--- config.mk ---
export PLATFORM = sky130hd
export DESIGN_NAME = wb_trace_buffer_flat
export DESIGN_NICKNAME = d
export VERILOG_FILES = /design/src/rtl/wb_trace_pkg.sv /design/src/rtl/wb_trace_buffer_if.sv /design/src/rtl/wb_trace_fifo.sv /design/src/rtl/wb_trace_buffer.sv /design/src/flat_wrapper.sv
export SDC_FILE = /design/constraint.sdc
export NUM_CORES = 1
export LEC_CHECK = 0
export ABC_AREA = 1
export BUFFER_PORTS_ARGS = -buffer_cell sky130_fd_sc_hd__buf_2
export CAP_MARGIN = 20
export CORE_AREA = 2 2 196 198
export CTS_BUF_LIST = sky130_fd_sc_hd__clkbuf_4 sky130_fd_sc_hd__clkbuf_8
export CTS_CLUSTER_DIAMETER = 60
export DETAILED_ROUTE_END_ITERATION = 8
export DIE_AREA = 0 0 198 200
export GPL_ROUTABILITY_DRIVEN = 0
export PLACE_DENSITY = 0.52
export SKIP_CTS_REPAIR_TIMING = 1
export SYNTH_ARGS = -nofsm -noshare
export SYNTH_HDL_FRONTEND = slang
export SYNTH_SLANG_ARGS = --single-unit
export TNS_END_PERCENT = 1
--- constraint.sdc ---
create_clock -name clk -period 3.3 [get_ports clk]
set_input_delay 0 -clock clk [delete_from_list [all_inputs] [get_ports clk]]
set_output_delay 0 -clock clk [all_outputs]
set_load 0.005 [all_outputs]
--- src/rtl/wb_trace_pkg.sv ---
// ----------------------------------------------------------------------------
// wb_trace_pkg
// Shared definitions for the writeback trace buffer: default sizes, the
// writeback word type and the rotate helper used by the optional running
// signature (enabled by WB_TRACE_SIG_EN in wb_trace_buffer).
// ----------------------------------------------------------------------------
package wb_trace_pkg;

    localparam int WB_DATA_W = 32;  // writeback data width
    localparam int WB_DEPTH  = 8;   // FIFO entries, power of two, >= 2
    localparam int WB_DROP_W = 8;   // saturating drop counter width

    typedef logic [WB_DATA_W-1:0] wb_word_t;

    // Rotate left by one bit: the MSB wraps into bit 0.
    function automatic wb_word_t rotl1(input wb_word_t w);
        return {w[WB_DATA_W-2:0], w[WB_DATA_W-1]};
    endfunction

endpackage

--- src/rtl/wb_trace_buffer_if.sv ---
// ----------------------------------------------------------------------------
// wb_trace_if
// Groups the core-side writeback strobe and the sink-side ready/valid port
// of the trace buffer.
//   wb_valid / wb_data : core wrote back a value this cycle
//   m_valid  / m_data  : head entry available (show-ahead)
//   m_ready            : sink accepts the head this cycle
// Modports:
//   master : the trace buffer (consumes writebacks, drives the stream)
//   slave  : the environment (drives writebacks, acts as sink)
// ----------------------------------------------------------------------------
interface wb_trace_if #(
    parameter int DATA_W = 32
) ();

    logic              wb_valid;
    logic [DATA_W-1:0] wb_data;
    logic              m_valid;
    logic [DATA_W-1:0] m_data;
    logic              m_ready;

    modport master (
        input  wb_valid,
        input  wb_data,
        input  m_ready,
        output m_valid,
        output m_data
    );

    modport slave (
        output wb_valid,
        output wb_data,
        output m_ready,
        input  m_valid,
        input  m_data
    );

endinterface

--- src/rtl/wb_trace_fifo.sv ---
// ----------------------------------------------------------------------------
// wb_trace_fifo
// Generic show-ahead FIFO: storage, read/write pointers, occupancy counter.
// Ports:
//   clk, rst_n  : clock, asynchronous active-low reset
//   i_clear     : synchronous flush, wins over push/pop
//   i_push      : write i_data (ignored when full unless popping)
//   i_pop       : drop the head entry (ignored when empty)
//   o_data      : head entry, forced to 0 while empty
//   o_count     : current occupancy
//   o_empty/o_full : occupancy flags
// ----------------------------------------------------------------------------
module wb_trace_fifo #(
    parameter int DEPTH  = 8,
    parameter int DATA_W = 32
) (
    input  logic                     clk,
    input  logic                     rst_n,
    input  logic                     i_clear,
    input  logic                     i_push,
    input  logic                     i_pop,
    input  logic [DATA_W-1:0]        i_data,
    output logic [DATA_W-1:0]        o_data,
    output logic [$clog2(DEPTH):0]   o_count,
    output logic                     o_empty,
    output logic                     o_full
);

    localparam int PTR_W = $clog2(DEPTH);
    localparam int CNT_W = PTR_W + 1;

    logic [DATA_W-1:0] r_mem [DEPTH];
    logic [PTR_W-1:0]  r_wr_ptr;
    logic [PTR_W-1:0]  r_rd_ptr;
    logic [CNT_W-1:0]  r_count;
    logic              w_pop_ok;
    logic              w_push_ok;

    assign o_empty   = (r_count == '0);
    assign o_full    = (r_count == CNT_W'(DEPTH));
    assign w_pop_ok  = i_pop && !o_empty;
    // A full FIFO still takes a write when the head leaves in the same cycle.
    assign w_push_ok = i_push && (!o_full || w_pop_ok);

    // NOTE: storage has no reset; pointers/count define what is valid, so the
    // array can map onto plain RAM/flops without a reset network.
    always_ff @(posedge clk) begin
        if (w_push_ok && !i_clear) begin
            r_mem[r_wr_ptr] <= i_data;
        end
    end

    // NOTE: sequential state uses non-blocking assignments only, so every
    // register samples pre-edge values regardless of statement order.
    always_ff @(posedge clk or negedge rst_n) begin
        if (!rst_n) begin
            r_wr_ptr <= '0;
            r_rd_ptr <= '0;
            r_count  <= '0;
        end else if (i_clear) begin
            r_wr_ptr <= '0;
            r_rd_ptr <= '0;
            r_count  <= '0;
        end else begin
            if (w_push_ok) r_wr_ptr <= r_wr_ptr + PTR_W'(1);
            if (w_pop_ok)  r_rd_ptr <= r_rd_ptr + PTR_W'(1);
            if (w_push_ok && !w_pop_ok)      r_count <= r_count + CNT_W'(1);
            else if (w_pop_ok && !w_push_ok) r_count <= r_count - CNT_W'(1);
        end
    end

    // NOTE: every combinational output gets a value on every path, so no
    // latch can be inferred.
    always_comb begin
        o_data = '0;
        if (!o_empty) o_data = r_mem[r_rd_ptr];
    end

    assign o_count = r_count;

endmodule

--- src/rtl/wb_trace_buffer.sv ---
// ----------------------------------------------------------------------------
// wb_trace_buffer
// Captures the core's per-cycle writeback value into a small FIFO and
// presents it on a ready/valid stream for a slower trace sink. The core is
// never back-pressured: values arriving with no free slot are dropped and
// counted.
// Ports:
//   clk       : system clock
//   reset     : asynchronous active-low reset
//   clear     : synchronous flush of FIFO, drop counter, overflow (and sig)
//   bus       : wb_trace_if.master (wb_valid/wb_data in, m_* stream out)
//   count     : current FIFO occupancy
//   overflow  : sticky, at least one value dropped
//   drop_cnt  : saturating count of dropped values
//   sig       : running signature, only with WB_TRACE_SIG_EN defined
// ----------------------------------------------------------------------------
module wb_trace_buffer
    import wb_trace_pkg::*;
#(
    parameter int DEPTH  = WB_DEPTH,
    parameter int DATA_W = WB_DATA_W,
    parameter int DROP_W = WB_DROP_W
) (
    input  logic                   clk,
    input  logic                   reset,
    input  logic                   clear,
    wb_trace_if.master             bus,
    output logic [$clog2(DEPTH):0] count,
    output logic                   overflow,
`ifdef WB_TRACE_SIG_EN
    output logic [DATA_W-1:0]      sig,
`endif
    output logic [DROP_W-1:0]      drop_cnt
);

    logic              w_empty;
    logic              w_full;
    logic              w_pop;
    logic              w_slot;
    logic              w_push;
    logic              w_drop;
    logic              r_overflow;
    logic [DROP_W-1:0] r_drop_cnt;

    assign bus.m_valid = !w_empty;
    assign w_pop       = bus.m_valid && bus.m_ready;
    assign w_slot      = !w_full || w_pop;
    // clear swallows a same-cycle writeback without counting it as a drop.
    assign w_push      = bus.wb_valid && w_slot && !clear;
    assign w_drop      = bus.wb_valid && !w_slot && !clear;

    wb_trace_fifo #(
        .DEPTH  (DEPTH),
        .DATA_W (DATA_W)
    ) u_fifo (
        .clk     (clk),
        .rst_n   (reset),
        .i_clear (clear),
        .i_push  (w_push),
        .i_pop   (w_pop && !clear),
        .i_data  (bus.wb_data),
        .o_data  (bus.m_data),
        .o_count (count),
        .o_empty (w_empty),
        .o_full  (w_full)
    );

    always_ff @(posedge clk or negedge reset) begin
        if (!reset) begin
            r_overflow <= 1'b0;
            r_drop_cnt <= '0;
        end else if (clear) begin
            r_overflow <= 1'b0;
            r_drop_cnt <= '0;
        end else if (w_drop) begin
            r_overflow <= 1'b1;
            if (r_drop_cnt != '1) r_drop_cnt <= r_drop_cnt + DROP_W'(1);
        end
    end

    assign overflow = r_overflow;
    assign drop_cnt = r_drop_cnt;

`ifdef WB_TRACE_SIG_EN
    wb_word_t r_sig;

    // Folds in every writeback the core produced, dropped ones included.
    always_ff @(posedge clk or negedge reset) begin
        if (!reset) begin
            r_sig <= '0;
        end else if (clear) begin
            r_sig <= '0;
        end else if (bus.wb_valid) begin
            r_sig <= rotl1(r_sig) ^ bus.wb_data;
        end
    end

    assign sig = r_sig;
`endif

endmodule

--- src/flat_wrapper.sv ---
// flat-port wrapper written by rule: the top's interface ports become plain ports
module wb_trace_buffer_flat import wb_trace_pkg::*;
#(
    parameter int DEPTH  = WB_DEPTH,
    parameter int DATA_W = WB_DATA_W,
    parameter int DROP_W = WB_DROP_W
)
  (clk, reset, clear, count, overflow, drop_cnt, bus_wb_valid, bus_wb_data, bus_m_ready, bus_m_valid, bus_m_data);
  wb_trace_if #(.DATA_W(DATA_W)) bus_i ();
  input  logic clk;
  input  logic reset;
  input  logic clear;
  output logic [$clog2(DEPTH):0] count;
  output logic overflow;
  output logic [DROP_W-1:0] drop_cnt;
  input wire logic [$bits(bus_i.wb_valid)-1:0] bus_wb_valid;
  input wire logic [$bits(bus_i.wb_data)-1:0] bus_wb_data;
  input wire logic [$bits(bus_i.m_ready)-1:0] bus_m_ready;
  output wire logic [$bits(bus_i.m_valid)-1:0] bus_m_valid;
  output wire logic [$bits(bus_i.m_data)-1:0] bus_m_data;
  assign bus_i.wb_valid = bus_wb_valid;
  assign bus_i.wb_data = bus_wb_data;
  assign bus_i.m_ready = bus_m_ready;
  assign bus_m_valid = bus_i.m_valid;
  assign bus_m_data = bus_i.m_data;
  wb_trace_buffer #(.DEPTH(DEPTH), .DATA_W(DATA_W), .DROP_W(DROP_W)) u_core (.clk(clk), .reset(reset), .clear(clear), .bus(bus_i), .count(count), .overflow(overflow), .drop_cnt(drop_cnt));
endmodule
==> flow_summary.yaml <==
outcome:
  status: "completed"
setup_path:
  critical_path.endpoint_type: "output pin"
  path_max_fanout: 64
  timing.reg2reg.worst_path_depth: 7
  crit_arrival_ns: 2.69
  criticalPathCategory: "flip-flop to output pin"
  critical_path.startpoint_type: "flip-flop"
  timing.critical_path.required_ns: 3.30
timing:
  min_period_ns: 2.69
  timing.final.crit_share: 0.814
  final_critical_path_setup_slack_ns: 0.613
  maxSlewHeadroom: 0.371
  timing.final.max_slew_violations: 0
  worst_clock_skew_ns: 0.0248
  maximum_clock_frequency_mhz: 372
  timing_hold_violations_final: 0
  worst_pin_slew_ns: 0.940
  final-setup-viol-count: 0
  grt_setup_unrepaired: "false"
  tns_ns: 0
synthesis:
  synth_area_per_cell_um2: 12.8
  synth_area_leaders: "sky130_fd_sc_hd__edfxtp_1, sky130_fd_sc_hd__nor2_1, sky130_fd_sc_hd__o21ai_0"
  synth_cells: 871
  seq_total_area_yosys: 0.731
  fraction_of_synthesized_cell_area_taken_by_the_top_area_cell_type: 0.688
  synth_warn: 0
  synth_fp_nets: 914
  seq_cells_post_synth: 275
  synth.largest_area_cell: "sky130_fd_sc_hd__edfxtp_1"
  post_synth_num_cell_types: 30
  synth.cell_area_um2: 11200
cts:
  deepest_level_of_the_cts_h_tree: 2
  cts_tree: "yes"
  cts_num_sinks: 275
  clk_pin_slew_worst_paths_ns: 0.06
  cts_inserted_buffers: 45
  cts_buffer_depth: 3
  clock_insertion_delay_worst_skew_ns: 0.57
  clockRootBuffer: "sky130_fd_sc_hd__clkbuf_8"
global_route:
  grt-busiest-layer: "met2"
  grtUsageMet1: 0.175
  grt_start_max_net_pins: 130
  grt_usage: 0.130
  use_met3: 0.0260
  grt_pass1_wl_mm: 39.8
  residual_overflow_from_global_routing: 0
  antenna_found_initial: 1
  first_global_vias: 6817
  grtUsageMet2: 0.213
layout:
  fill_cells: 3638
  finish.net_count: 1050
  mostFrequentLayoutCells: "sky130_fd_sc_hd__edfxtp_1, sky130_fd_sc_hd__nor2_1, sky130_fd_sc_hd__o21ai_0, sky130_fd_sc_hd__buf_2, sky130_fd_sc_hd__clkbuf_8"
  final_layout_size_suffix_gt1_frac: 0.183
  n_antenna_cell: 0
  area.growth.synth_to_final_pct: 20.1
  mostFrequentLayoutCell: "sky130_fd_sc_hd__edfxtp_1"
  multi_input_comb_area_um2: 2710
  finish.instance_area_um2: 13400
  area.sequential_um2: 8170
route:
  dr_vias: 7051
  drt_pass1_iterations: 5
  initialDrtViolationCount: 546
  vias_per_cell: 4.56
  antenna_violating_nets_post_route: 0
  route.final.wire_length_mm: 25.8
  avgRoutedWirePerCell_um: 16.7
  drcViolationCount: 0
placed_design:
  setup_slack_placement_ns: 1.06
  placement.cell_area_um2: 12200
  hpwl_mm: 14.4
  placement.io_buffers: 82
pwr:
  power_density_nw_per_um2: 661
  max_rail_drop_vdd_v: 0.000329
  design_power_total_w: 0.00887
  power.leakage_nw: 4.70
floorplan:
  die_h_um: 200
  initial_core_util: 0.299
  io_pins: 83
  fp.dieArea_um2: 39600
  die_w_um: 198
  num_rows: 71
  core_area_um2: 37400
hold_path:
  type_of_the_tightest_min_delay_check: "input pin to flip-flop"
  whs_path_depth: 2
run:
  cap_violations: 0
-- through the flow --
| stage | utilization | std cells | hold slack (ns) |
|---|---|---|---|
| after global routing | 0.359 | 1545 | 0.247 |
| after floorplan | - | 871 | -0.296 |
| after detailed placement | 0.326 | 1434 | -0.0115 |
| after CTS | 0.349 | 1508 | -0.619 |
| final | 0.359 | 1545 | 0.241 |
| after global placement | 0.326 | 1434 | -0.0153 |
-- synth_stat cells --
master / n
sky130_fd_sc_hd__dfrtp_1: 19
sky130_fd_sc_hd__nand2_1: 39
sky130_fd_sc_hd__nor2_2: 1
sky130_fd_sc_hd__nor2_1: 211
sky130_fd_sc_hd__clkbuf_2: 4
sky130_fd_sc_hd__clkbuf_1: 19
sky130_fd_sc_hd__nand2_2: 3
sky130_fd_sc_hd__o31ai_1: 1
sky130_fd_sc_hd__o22ai_1: 32
sky130_fd_sc_hd__inv_2: 1
sky130_fd_sc_hd__nand3_2: 1
sky130_fd_sc_hd__buf_2: 14
sky130_fd_sc_hd__nor2_4: 2
sky130_fd_sc_hd__fa_1: 1
sky130_fd_sc_hd__xor2_1: 6
sky130_fd_sc_hd__buf_4: 5
sky130_fd_sc_hd__nand4_1: 3
sky130_fd_sc_hd__edfxtp_1: 256
sky130_fd_sc_hd__a21o_1: 1
sky130_fd_sc_hd__nand3_1: 16
sky130_fd_sc_hd__o21ai_0: 151
sky130_fd_sc_hd__ha_1: 5
sky130_fd_sc_hd__buf_12: 3
sky130_fd_sc_hd__a21oi_2: 1
sky130_fd_sc_hd__buf_1: 1
sky130_fd_sc_hd__o21ai_1: 21
sky130_fd_sc_hd__mux2i_1: 32
sky130_fd_sc_hd__inv_1: 16
sky130_fd_sc_hd__buf_6: 3
sky130_fd_sc_hd__a21oi_1: 3
-- final timing paths --
path | to | from | slack, ns
worst max-delay path | bus_m_data[16] | u_core.u_fifo.r_rd_ptr[1]$_DFFE_PN0P_ | 0.61
worst min-delay path | u_core.u_fifo.r_mem[4][14]$_DFFE_PP_ | bus_wb_data[14] | 0.24
worst max register to register | u_core.u_fifo.r_mem[1][29]$_DFFE_PP_ | u_core.u_fifo.o_count[0]$_DFFE_PN0P_ | 1.08
worst min register to register | u_core.drop_cnt[1]$_DFFE_PN0P_ | u_core.drop_cnt[1]$_DFFE_PN0P_ | 0.56
max in group asynchronous | u_core.u_fifo.r_rd_ptr[0]$_DFFE_PN0P_ | reset | 1.96
min in group asynchronous | u_core.u_fifo.o_count[0]$_DFFE_PN0P_ | reset | 0.65
-- critical path: stages (launching register included) --
cell and delay [ns]:
sky130_fd_sc_hd__dfrtp_4 0.84, sky130_fd_sc_hd__buf_4 0.45, sky130_fd_sc_hd__o21ai_0 0.19, sky130_fd_sc_hd__o22ai_1 0.21, sky130_fd_sc_hd__nor2_1 0.06, sky130_fd_sc_hd__nor2_1 0.18, sky130_fd_sc_hd__buf_2 0.15
-- report_power, final --
| group | internal (W) | switching, W | leakage [nW] |
|---|---|---|---|
| Clock | 0.00159 | 0.00130 | 0.456 |
| Combinational | 0.000709 | 0.00126 | 1.67 |
| Sequential | 0.00392 | 0.000101 | 2.57 |
| Total | 0.00621 | 0.00266 | 4.70 |
-- final cells by class --
type | count | share of cell area
clock buffers | 65 | 0.0578
clock inverters | 9 | 0.00616
inverters | 17 | 0.00476
multi-input cells | 530 | 0.202
flip-flops and latches | 275 | 0.609
well taps | 511 | 0.0477
repair buffers | 138 | 0.0726
-- flip-flops by register name (all words and copies together), names as in the netlist --
| name | cells |
|---|---|
| u_core.overflow | 1 |
| u_core.drop_cnt | 8 |
| u_core.u_fifo.r_mem | 256 |
| u_core.u_fifo.o_count | 4 |
| u_core.u_fifo.r_wr_ptr | 3 |
| u_core.u_fifo.r_rd_ptr | 3 |
-- cell families after synthesis --
family,count (synthesis),share of synthesized area
xor gates and xnor gates,6,0.00470
and+or+nand+nor,276,0.0980
adders and majority gates,6,0.00739
AOI/OAI and AO/OA,210,0.0984
DFF,275,0.731
buffers and inverters,66,0.0323
muxes,32,0.0287
-- per-layer routing --
metal,wire length [µm],share of wire
met1,12000,0.46
met2,12000,0.47
met3,1200,0.047
met4,582,0.023
met5,11,0.00043
Power figures use the tool's default switching activity.
